==> src/rtl/oled_pkg.sv <==
// Shared OLED geometry, RGB565 colour constants and a small helper for the cursor hit test.
package oled_pkg;

    localparam int WIDTH      = 96;
    localparam int HEIGHT     = 64;
    localparam int NUM_PIXELS = 6144;

    localparam logic [15:0] BLACK = 16'h0000;
    localparam logic [15:0] WHITE = 16'hFFFF;
    localparam logic [15:0] RED   = 16'hF800;
    localparam logic [15:0] GREEN = 16'h07E0;

    // True when a signed pixel offset lies within +/-arm of the cursor centre.
    function automatic logic within_arm(input logic signed [13:0] d, input int arm);
        return (d <= arm) && (d >= -arm);
    endfunction

endpackage

==> src/rtl/click_detector.sv <==
// Mouse button edge detection with a left double-click window.
//
//   state | meaning
//   ------+------------------------------------------------------------
//   IDLE  | no left click pending; a press edge is a first click
//   WAIT  | first click seen; timer counts toward the double-click window
module click_detector #(
    parameter int DBL_CYCLES = 25000000
) (
    input  logic clk,
    input  logic rst_n,
    input  logic strobe,
    input  logic left,
    input  logic right,
    output logic left_click,
    output logic left_dbl_click,
    output logic right_click,
    output logic left_level
);

    localparam int TW = $clog2(DBL_CYCLES + 1);

    typedef enum logic {IDLE, WAIT} click_state_t;

    click_state_t  state, state_nx;
    logic [TW-1:0] timer, timer_nx;
    logic          left_q, right_q;
    logic          left_edge;
    logic          lc_nx, dbl_nx;

    assign left_edge  = strobe & left & ~left_q;
    assign left_level = left_q;

    // Next-state, timer and pulse decode; the window compare uses the pre-increment timer.
    always_comb begin
        state_nx = state;
        timer_nx = timer;
        lc_nx    = 1'b0;
        dbl_nx   = 1'b0;
        case (state)
            IDLE: begin
                if (left_edge) begin
                    lc_nx    = 1'b1;
                    timer_nx = '0;
                    state_nx = WAIT;
                end
            end
            WAIT: begin
                timer_nx = timer + 1'b1;
                if (left_edge && (timer < TW'(DBL_CYCLES))) begin
                    dbl_nx   = 1'b1;
                    timer_nx = '0;
                    state_nx = IDLE;
                end else if (timer >= TW'(DBL_CYCLES - 1)) begin
                    timer_nx = '0;
                    state_nx = IDLE;
                end
            end
            default: begin
                timer_nx = '0;
                state_nx = IDLE;
            end
        endcase
    end

    // State, timer, button history and registered one-cycle pulses.
    always_ff @(posedge clk or negedge rst_n) begin
        if (!rst_n) begin
            state          <= IDLE;
            timer          <= '0;
            left_q         <= 1'b0;
            right_q        <= 1'b0;
            left_click     <= 1'b0;
            left_dbl_click <= 1'b0;
            right_click    <= 1'b0;
        end else begin
            state          <= state_nx;
            timer          <= timer_nx;
            left_click     <= lc_nx;
            left_dbl_click <= dbl_nx;
            right_click    <= strobe & right & ~right_q;
            if (strobe) begin
                left_q  <= left;
                right_q <= right;
            end
        end
    end

endmodule

==> src/rtl/oled_cursor_overlay.sv <==
// Cursor position clamp, inactivity hide and plus-shaped cursor overlay onto the OLED pixel stream.
module oled_cursor_overlay #(
    parameter int          WIDTH        = oled_pkg::WIDTH,
    parameter int          HEIGHT       = oled_pkg::HEIGHT,
    parameter int          POS_SHIFT    = 0,
    parameter int          ARM          = 2,
    parameter logic [15:0] CURSOR_COLOR = oled_pkg::WHITE,
    parameter logic [15:0] PRESS_COLOR  = oled_pkg::RED,
    parameter int          DBL_CYCLES   = 25000000,
    parameter int          HIDE_CYCLES  = 300000000
) (
    input  logic        clk,
    input  logic        rst_n,
    input  logic [11:0] mouse_xpos,
    input  logic [11:0] mouse_ypos,
    input  logic        mouse_left,
    input  logic        mouse_right,
    input  logic        mouse_new_event,
    input  logic [12:0] pixel_index,
    input  logic [15:0] bg_color,
    input  logic        cursor_en,
    output logic [15:0] oled_data,
    output logic [6:0]  cur_x,
    output logic [5:0]  cur_y,
    output logic        left_click,
    output logic        left_dbl_click,
    output logic        right_click,
    output logic        cursor_visible
);

    import oled_pkg::*;

    logic [11:0]        sx, sy;
    logic [31:0]        hide_cnt;
    logic               left_level;
    logic [12:0]        col, row;
    logic signed [13:0] dx, dy;
    logic               hit;

    click_detector #(.DBL_CYCLES(DBL_CYCLES)) u_click (
        .clk            (clk),
        .rst_n          (rst_n),
        .strobe         (mouse_new_event),
        .left           (mouse_left),
        .right          (mouse_right),
        .left_click     (left_click),
        .left_dbl_click (left_dbl_click),
        .right_click    (right_click),
        .left_level     (left_level)
    );

    assign sx = mouse_xpos >> POS_SHIFT;
    assign sy = mouse_ypos >> POS_SHIFT;

    // Latch the clamped cursor position on each mouse event.
    always_ff @(posedge clk or negedge rst_n) begin
        if (!rst_n) begin
            cur_x <= '0;
            cur_y <= '0;
        end else if (mouse_new_event) begin
            cur_x <= (sx > 12'(WIDTH - 1))  ? 7'(WIDTH - 1)  : sx[6:0];
            cur_y <= (sy > 12'(HEIGHT - 1)) ? 6'(HEIGHT - 1) : sy[5:0];
        end
    end

    // Inactivity counter: cleared by mouse events, saturates at the hide threshold.
    always_ff @(posedge clk or negedge rst_n) begin
        if (!rst_n)
            hide_cnt <= '0;
        else if (mouse_new_event)
            hide_cnt <= '0;
        else if (hide_cnt < 32'(HIDE_CYCLES))
            hide_cnt <= hide_cnt + 32'd1;
    end

    assign cursor_visible = (hide_cnt < 32'(HIDE_CYCLES));

    // Signed offsets keep the plus from wrapping into neighbouring rows at the borders.
    always_comb begin
        col = pixel_index % 13'(WIDTH);
        row = pixel_index / 13'(WIDTH);
        dx  = $signed({1'b0, col}) - $signed({7'd0, cur_x});
        dy  = $signed({1'b0, row}) - $signed({8'd0, cur_y});
        hit = ((dx == 14'sd0) && within_arm(dy, ARM)) ||
              ((dy == 14'sd0) && within_arm(dx, ARM));
    end

    // Registered pixel colour: blank outside the panel, cursor over background when shown.
    always_ff @(posedge clk or negedge rst_n) begin
        if (!rst_n)
            oled_data <= BLACK;
        else if (pixel_index >= 13'(WIDTH * HEIGHT))
            oled_data <= BLACK;
        else if (hit && cursor_en && cursor_visible)
            oled_data <= left_level ? PRESS_COLOR : CURSOR_COLOR;
        else
            oled_data <= bg_color;
    end

endmodule

==> config.mk <==
export PLATFORM = sky130hd
export DESIGN_NAME = oled_cursor_overlay
export DESIGN_NICKNAME = d
export VERILOG_FILES = /design/src/rtl/oled_pkg.sv /design/src/rtl/click_detector.sv /design/src/rtl/oled_cursor_overlay.sv
export SDC_FILE = /design/constraint.sdc
export NUM_CORES = 1
export LEC_CHECK = 0
export ABC_CLOCK_PERIOD_IN_PS = 9130
export BUFFER_PORTS_ARGS = -buffer_cell sky130_fd_sc_hd__buf_4
export CAP_MARGIN = 10
export CORE_MARGIN = 5
export CORE_UTILIZATION = 55
export CTS_BUF_LIST = sky130_fd_sc_hd__clkbuf_4
export CTS_CLUSTER_DIAMETER = 150
export DETAILED_ROUTE_END_ITERATION = 8
export PLACE_DENSITY = 0.78
export SETUP_SLACK_MARGIN = 0.3
export SYNTH_ARGS = -nofsm -noshare
export SYNTH_HDL_FRONTEND = slang
export SYNTH_SLANG_ARGS = --single-unit
==> constraint.sdc <==
create_clock -name clk -period 9.13 [get_ports clk]
set_clock_uncertainty 0.2 [all_clocks]
set_input_delay 0.913 -clock clk [delete_from_list [all_inputs] [get_ports clk]]
set_output_delay 0.913 -clock clk [all_outputs]
set_load 0.02 [all_outputs]
=== Word-level counts from Yosys, hierarchy flattened ===
Cells that the tools add are included.

* Div/mod/pow operators: 2
* Add/subtract/negate cells: 4
* Reductions and logical operators: 11
* Mux-type cells: 18
* Bitwise logic cells: 7
* Equal/unequal tests: 1
* Magnitude comparators: 10

{| class="wikitable"
|+ Operators by type and width
! cell !! number
|-
| 25-bit 2-to-1 mux || 3
|-
| 32-bit 2-to-1 mux || 2
|-
| 25-bit one-hot mux with 2 select lines || 1
|-
| 32-bit by 1-bit adder with 32-bit output, second input constant || 1
|-
| 32-bit by 29-bit < comparator with 1-bit output, second input constant || 1
|-
| 16-bit 2-to-1 mux || 2
|-
| 14-bit by 2-bit greater-or-equal comparator with 1-bit output, second input constant || 2
|-
| 14-bit by 3-bit <= comparator with 1-bit output, second input constant || 2
|-
| 14-bit logical NOT || 2
|-
| 25-bit by 1-bit adder with 25-bit output, second input constant || 1
|-
| 25-bit greater-or-equal comparator, second input constant || 1
|-
| 25-bit < comparator, second input constant || 1
|-
| 13-bit by 6-bit subtractor with 14-bit output || 1
|-
| 13-bit by 7-bit subtractor with 14-bit output || 1
|-
| 13-bit by 7-bit divider with 13-bit output, second input constant || 1
|-
| 13-bit greater-or-equal comparator, second input constant || 1
|-
| 13-bit by 7-bit remainder unit with 13-bit output, second input constant || 1
|-
| 12-bit by 6-bit greater-than comparator with 1-bit output, second input constant || 1
|-
| 12-bit by 7-bit greater-than comparator with 1-bit output, second input constant || 1
|-
| 11-bit 2-to-1 mux || 1
|-
| 1-bit logical AND || 7
|-
| 7-bit 2-to-1 mux || 1
|-
| 1-bit 2-to-1 mux || 6
|-
| 6-bit 2-to-1 mux || 1
|-
| other kinds (6) || 11
|}

* Output and inout bits: 33
* Input bits: 59
* Logic and storage cells: 64
* Register bits after elaboration: 92

=== Logic depth before layout (Yosys ltp) ===
* Word-level depth: 10
* Gate-level depth with buffers: 19
* Depth with buffers taken out: 16

=== Hierarchy ===
Synthesis repeated with hierarchy kept, for this count alone.

* Cells, all modules: 625
* Area, all modules: 5718.0 um2

{| class="wikitable"
|+ By module, submodules not included
! module !! seq. area each (um2) !! area each (um2) !! cells an instance !! times used
|-
| oled_cursor_overlay || 1526.5 || 3970.1 || 439 || 1
|-
| click_detector || 775.7 || 1747.9 || 186 || 1
|}

=== Least setup slack after synthesis ===
No wires, ideal clock.

* Kind: input-to-reg
* From: input pixel_index[10]
* To: register oled_data[10]
* Arrival time: 4.846 ns
* Cell stages on the path: 18
* Buffers on the path: 3
* Setup time: 0.137 ns
* Required time: 8.793 ns
* Path slack: 3.948 ns
* Path through: buf_2 buf_1 nor3_1 a21oi_1 nor2_1 a2111oi_0 and2_1 a21o_1 a21oi_1 ha_1 o21a_1 or4b_2 a21oi_1 nor4b_1 a32o_1 a32oi_2 buf_6 mux2i_1

* Word-level cells in the longest chain between the ends: 10
* Elaborated cells on any way between the ends: 20
* Those cells by class: add/sub (2); div (2); order compare (5); mux (2); reduce/logical (9)

{| class="wikitable"
|+ RTL lines
! element !! line !! text
|-
| from (decl) || oled_cursor_overlay.sv:19 || <nowiki>input logic [12:0] pixel_index,</nowiki>
|-
| 13-bit by 7-bit divider with 13-bit output or 13-bit by 7-bit remainder unit with 13-bit output (tied branches) || oled_cursor_overlay.sv:81, oled_cursor_overlay.sv:80 ||
|-
| 13-bit by 6-bit subtractor with 14-bit output or 13-bit by 7-bit subtractor with 14-bit output (tied branches) || oled_cursor_overlay.sv:83, oled_cursor_overlay.sv:82 ||
|-
| 14-bit by 3-bit <= comparator with 1-bit output or 14-bit by 2-bit greater-or-equal comparator with 1-bit output (tied branches) || oled_pkg.sv:15 || <nowiki>return (d <= arm) && (d >= -arm);</nowiki>
|-
| 1-bit logical AND || oled_pkg.sv:15 ||
|-
| 1-bit logical AND (on tied branches) || oled_cursor_overlay.sv:84, oled_cursor_overlay.sv:85 ||
|-
| 1-bit logical OR || oled_cursor_overlay.sv:84 || <nowiki>hit = ((dx == 14'sd0) && within_arm(dy, ARM)) ||</nowiki>
|-
| 1-bit logical AND (2 in a row) || oled_cursor_overlay.sv:94 || <nowiki>else if (hit && cursor_en && cursor_visible)</nowiki>
|-
| 16-bit 2-to-1 mux || oled_cursor_overlay.sv:94 ||
|-
| 16-bit 2-to-1 mux (*) || oled_cursor_overlay.sv:92 || <nowiki>else if (pixel_index >= 13'(WIDTH * HEIGHT))</nowiki>
|-
| to (signal assigned) || oled_cursor_overlay.sv:95 || <nowiki>oled_data <= left_level ? PRESS_COLOR : CURSOR_COLOR;</nowiki>
|-
| to (signal assigned) || oled_cursor_overlay.sv:97 || <nowiki>oled_data <= bg_color;</nowiki>
|-
| to (decl) || oled_cursor_overlay.sv:22 || <nowiki>output logic [15:0] oled_data,</nowiki>
|}

Every way passes the cells marked *; elsewhere a longest branch is shown, timed or not.
A chain may end at the register's enable or synchronous reset.

=== Worst setup path in the final report ===
* From: input pixel_index[11]
* To: register oled_data[0]

Same word-level chain as after synthesis.

==> impl_metrics.csv <==
group,metric,value,unit
cells_and_area,leading_cell_type_in_the_layout_fill_and_taps_excluded,"buf_4",
clock_tree,tritoncts_num_sinks,92,
logic_synthesis,number_of_flops_mapped_to_enable_cells_by_yosys,0,
cells_and_area,final_cell_mix,"buf_4, dfrtp_1, o21ai_0",
sta,timing.max_slew.rel_slack,0.290,
sta,final_min_period_over_clock_period,0.577,
floorplanning,die_width,112,µm
placed_design,detailedPlacementHpwl,9.57,mm
global_routing,global_route_wire_length_before_repair,23.0,mm
clock_tree,cts_setup_buffers,0,
status,outcome,"finished clean",
floorplanning,pin_count,92,
worst_setup_path,worstSetupEndpointType,"flop",
clock_tree,clk-insertion-delay-late,0.47,ns
worst_setup_path,worstSetupPathType,"in -> reg",
logic_synthesis,synth-seq-area-share,0.404,
power_and_ir_drop,fin_total_pwr,893,µW
logic_synthesis,warning_count_from_the_yosys_run,0,
logic_synthesis,synth.net_count,729,
global_routing,initial_antenna_violation_count,0,
worst_setup_path,worstPathArrival,5.47,ns
cells_and_area,synthToLayoutAreaGrowth,15.5,%
global_routing,largest_net_degree_at_the_start_of_global_routing,58,
power_and_ir_drop,ir_worst_vdd,0.108,mV
logic_synthesis,ys_top_cells_by_area,"dfrtp_1, o21ai_0, nand2_1, nor2_1, ha_1",
worst_setup_path,crit_required,9.33,ns
logic_synthesis,async_reset_ff_frac,1.00,
sta,clock.fmax,190,MHz
worst_setup_path,worst_path_largest_cell_delay,0.86,ns
clock_tree,cts_tree,"yes",
clock_tree,post_cts_hold_buffer_count,0,
worst_setup_path,crit_path_start_kind,"input port",
cells_and_area,number_of_nets_in_the_layout,799,
run,max_cap_violations,0,
sta,tightest_slew,1.06,ns
logic_synthesis,netlist.top_cell.by_area,"dfrtp_1",
worst_hold_path,hold_path_class,"in -> async",
logic_synthesis,mappedNetlistArea,5700,µm²
cells_and_area,fin_area,6580,µm²
clock_tree,post_cts_resized,0,
global_routing,grt_pass1_vias,5050,
logic_synthesis,synth_seq_cells,92,
global_routing,grt_usage,0.219,
sta,rsz_0062_raised_after_global_routing,"false",
cells_and_area,finish.cell_count_without_fillers,864,
global_routing,gr-max-usage-layer,"met2",
detailed_routing,wl_per_cell,15.6,µm
sta,final.min_clock_period,5.27,ns
cells_and_area,drive_gt1_frac,0.169,
cells_and_area,seqCellArea,2300,µm²
sta,setup_tns_after_final_layout,0,ns
detailed_routing,total_vias_in_the_final_route,5064,
cells_and_area,multi_input_area,3110,µm²
cells_and_area,num_antenna_cells,0,
global_routing,met3_usage,0.0582,
worst_setup_path,cp_max_fo,24,
global_routing,grt_use_met2,0.367,
sta,report.final.hold_viol_count,0,
worst_setup_path,crit_path_frequent_cell,"a211oi_1",
placed_design,buffer_ports.inserted,91,
logic_synthesis,dominantRegCellSynth,"dfrtp_1",
logic_synthesis,proportion_of_netlist_area_held_by_the_largest_area_contributor,0.404,
cells_and_area,final.fill_count,891,
placed_design,dpl-instance-area,6430,µm²
floorplanning,floorplan.rows,37,
floorplanning,floorplan.die_area,12500,µm²
floorplanning,core_area,10200,µm²
detailed_routing,first_iter_violations,322,
clock_tree,cts_made_buffers,9,
logic_synthesis,avgSynthCellArea,8.72,µm²
global_routing,grt.met1_usage,0.269,
power_and_ir_drop,power.static_leakage,0.00304,µW
floorplanning,start_util,0.557,
detailed_routing,drt-vias-per-instance,5.86,
placed_design,routabilityCongestion,0.835,
clock_tree,maximum_buffer_depth_of_the_clock_tree,2,
detailed_routing,drt.antenna.violating_nets,0,
detailed_routing,drc,0,
placed_design,numPlacedInstances,848,
sta,final-setup-viol-count,0,
logic_synthesis,postSynthCellCount,653,
sta,holdWs,0.207,ns
logic_synthesis,yosysUniqueCellTypes,70,
sta,final_max_slew_viols,0,
detailed_routing,totalWireLength,13.5,mm
detailed_routing,firstDrtPassIters,5,
global_routing,overflow_after_grt,0,
worst_setup_path,path_cells,"buf_4, and4b_1, a221oi_1, a31oi_1, a211oi_1, inv_1, a211oi_1, a21oi_1, ha_1, or3b_2, o211a_1, o311ai_0, nor4b_1, a32o_1, a32oi_2, mux2i_1",
clock_tree,htree_levels,3,
clock_tree,clock_slew_at_the_register_clock_pins_of_the_worst_setup_and_hold_paths,0.15,ns
worst_setup_path,worst_path_max_delay_cell,"a32oi_2",
clock_tree,cts.root.buffer_cell,"clkbuf_4",
floorplanning,floorplan.die.height,112,µm
power_and_ir_drop,cellPowerDensity,136,nW/µm²
-- metal layers --
metal,wire (µm),part of all wire,vias to the layer above
li1,-,-,2493
met1,5790,0.43,2431
met2,6710,0.50,112
met3,610,0.045,28
met4,364,0.027,0
met5,0,0,-
-- cell usage after synthesis, types with 10 or more instances --
cell type	number
nand2_1	58
and3_1	19
mux2i_1	15
clkbuf_1	25
nand3_1	21
o31ai_1	10
nor2_1	51
ha_1	15
inv_1	35
o21ai_0	68
dfrtp_1	92
nand4_1	18
a21oi_1	31
nor2b_1	15
nand2b_1	12
xor2_1	21
-- state kept, by name, indices dropped and copies added, names as in the netlist --
register and cells:
u_click.state 1, u_click.left_level 1, cur_x 7, u_click.timer 25, u_click.right_q 1, u_click.right_click 1, u_click.left_click 1, hide_cnt 32
cur_y 6, oled_data 16, u_click.left_dbl_click 1
-- through the flow --
step	utilization	setup slack, ns
6_report	0.643	3.86
5_1_grt	0.643	3.35
4_1_cts	0.643	3.90
3_5_place_dp	0.629	3.39
3_3_place_gp	0.629	3.64
2_1_floorplan	-	3.95
-- layout make-up --
type | count | area share
inverter | 35 | 0.0200
timing repair buffer | 96 | 0.110
clock inverter | 7 | 0.0114
tap | 136 | 0.0259
sequential | 92 | 0.350
clock buffer | 9 | 0.0103
multi-input combinational | 489 | 0.473
-- critical path: cells and delay by family --
| kind | cells | cell delay [ns] |
|---|---|---|
| adders and majority gates | 1 | 0.38 |
| buffers and inverters | 2 | 0.31 |
| muxes | 1 | 0.28 |
| and+or+nand+nor | 3 | 0.85 |
| AOI/OAI and AO/OA | 9 | 2.73 |
-- power breakdown --
part	internal (µW)	switching [µW]	total [µW]	leakage, µW
logic	90.5	133	223	0.00177
clock network	85.4	147	232	0.0000759
registers	424	13.9	438	0.00119
total	600	294	893	0.00304
-- final timing paths --
| path | from | end | slack (ns) | depth (start not counted) |
|---|---|---|---|---|
| setup / recovery | pixel_index[11] | oled_data[0]$_DFF_PN0_ | 3.86 | 16 |
| setup reg to reg | cur_x[0]$_DFFE_PN0P_ | oled_data[0]$_DFF_PN0_ | 5.66 | 10 |
| hold reg to reg | u_click.right_q$_DFFE_PN0P_ | u_click.right_click$_DFF_PN0_ | 0.23 | 1 |
| max in group asynchronous | rst_n | u_click.timer[8]$_DFFE_PN0P_ | 7.48 | 2 |
| min in group clk | u_click.right_q$_DFFE_PN0P_ | u_click.right_click$_DFF_PN0_ | 0.23 | 1 |
| hold / removal | rst_n | hide_cnt[9]$_DFFE_PN0P_ | 0.21 | 1 |
-- cell families after synthesis --
family	share of synthesized area
simple gates	0.231
compound gates	0.196
flops	0.404
buf+inv	0.0497
xor+xnor	0.0446
mux	0.0323
fa+ha+maj	0.0417
Power figures use the tool's default switching activity.
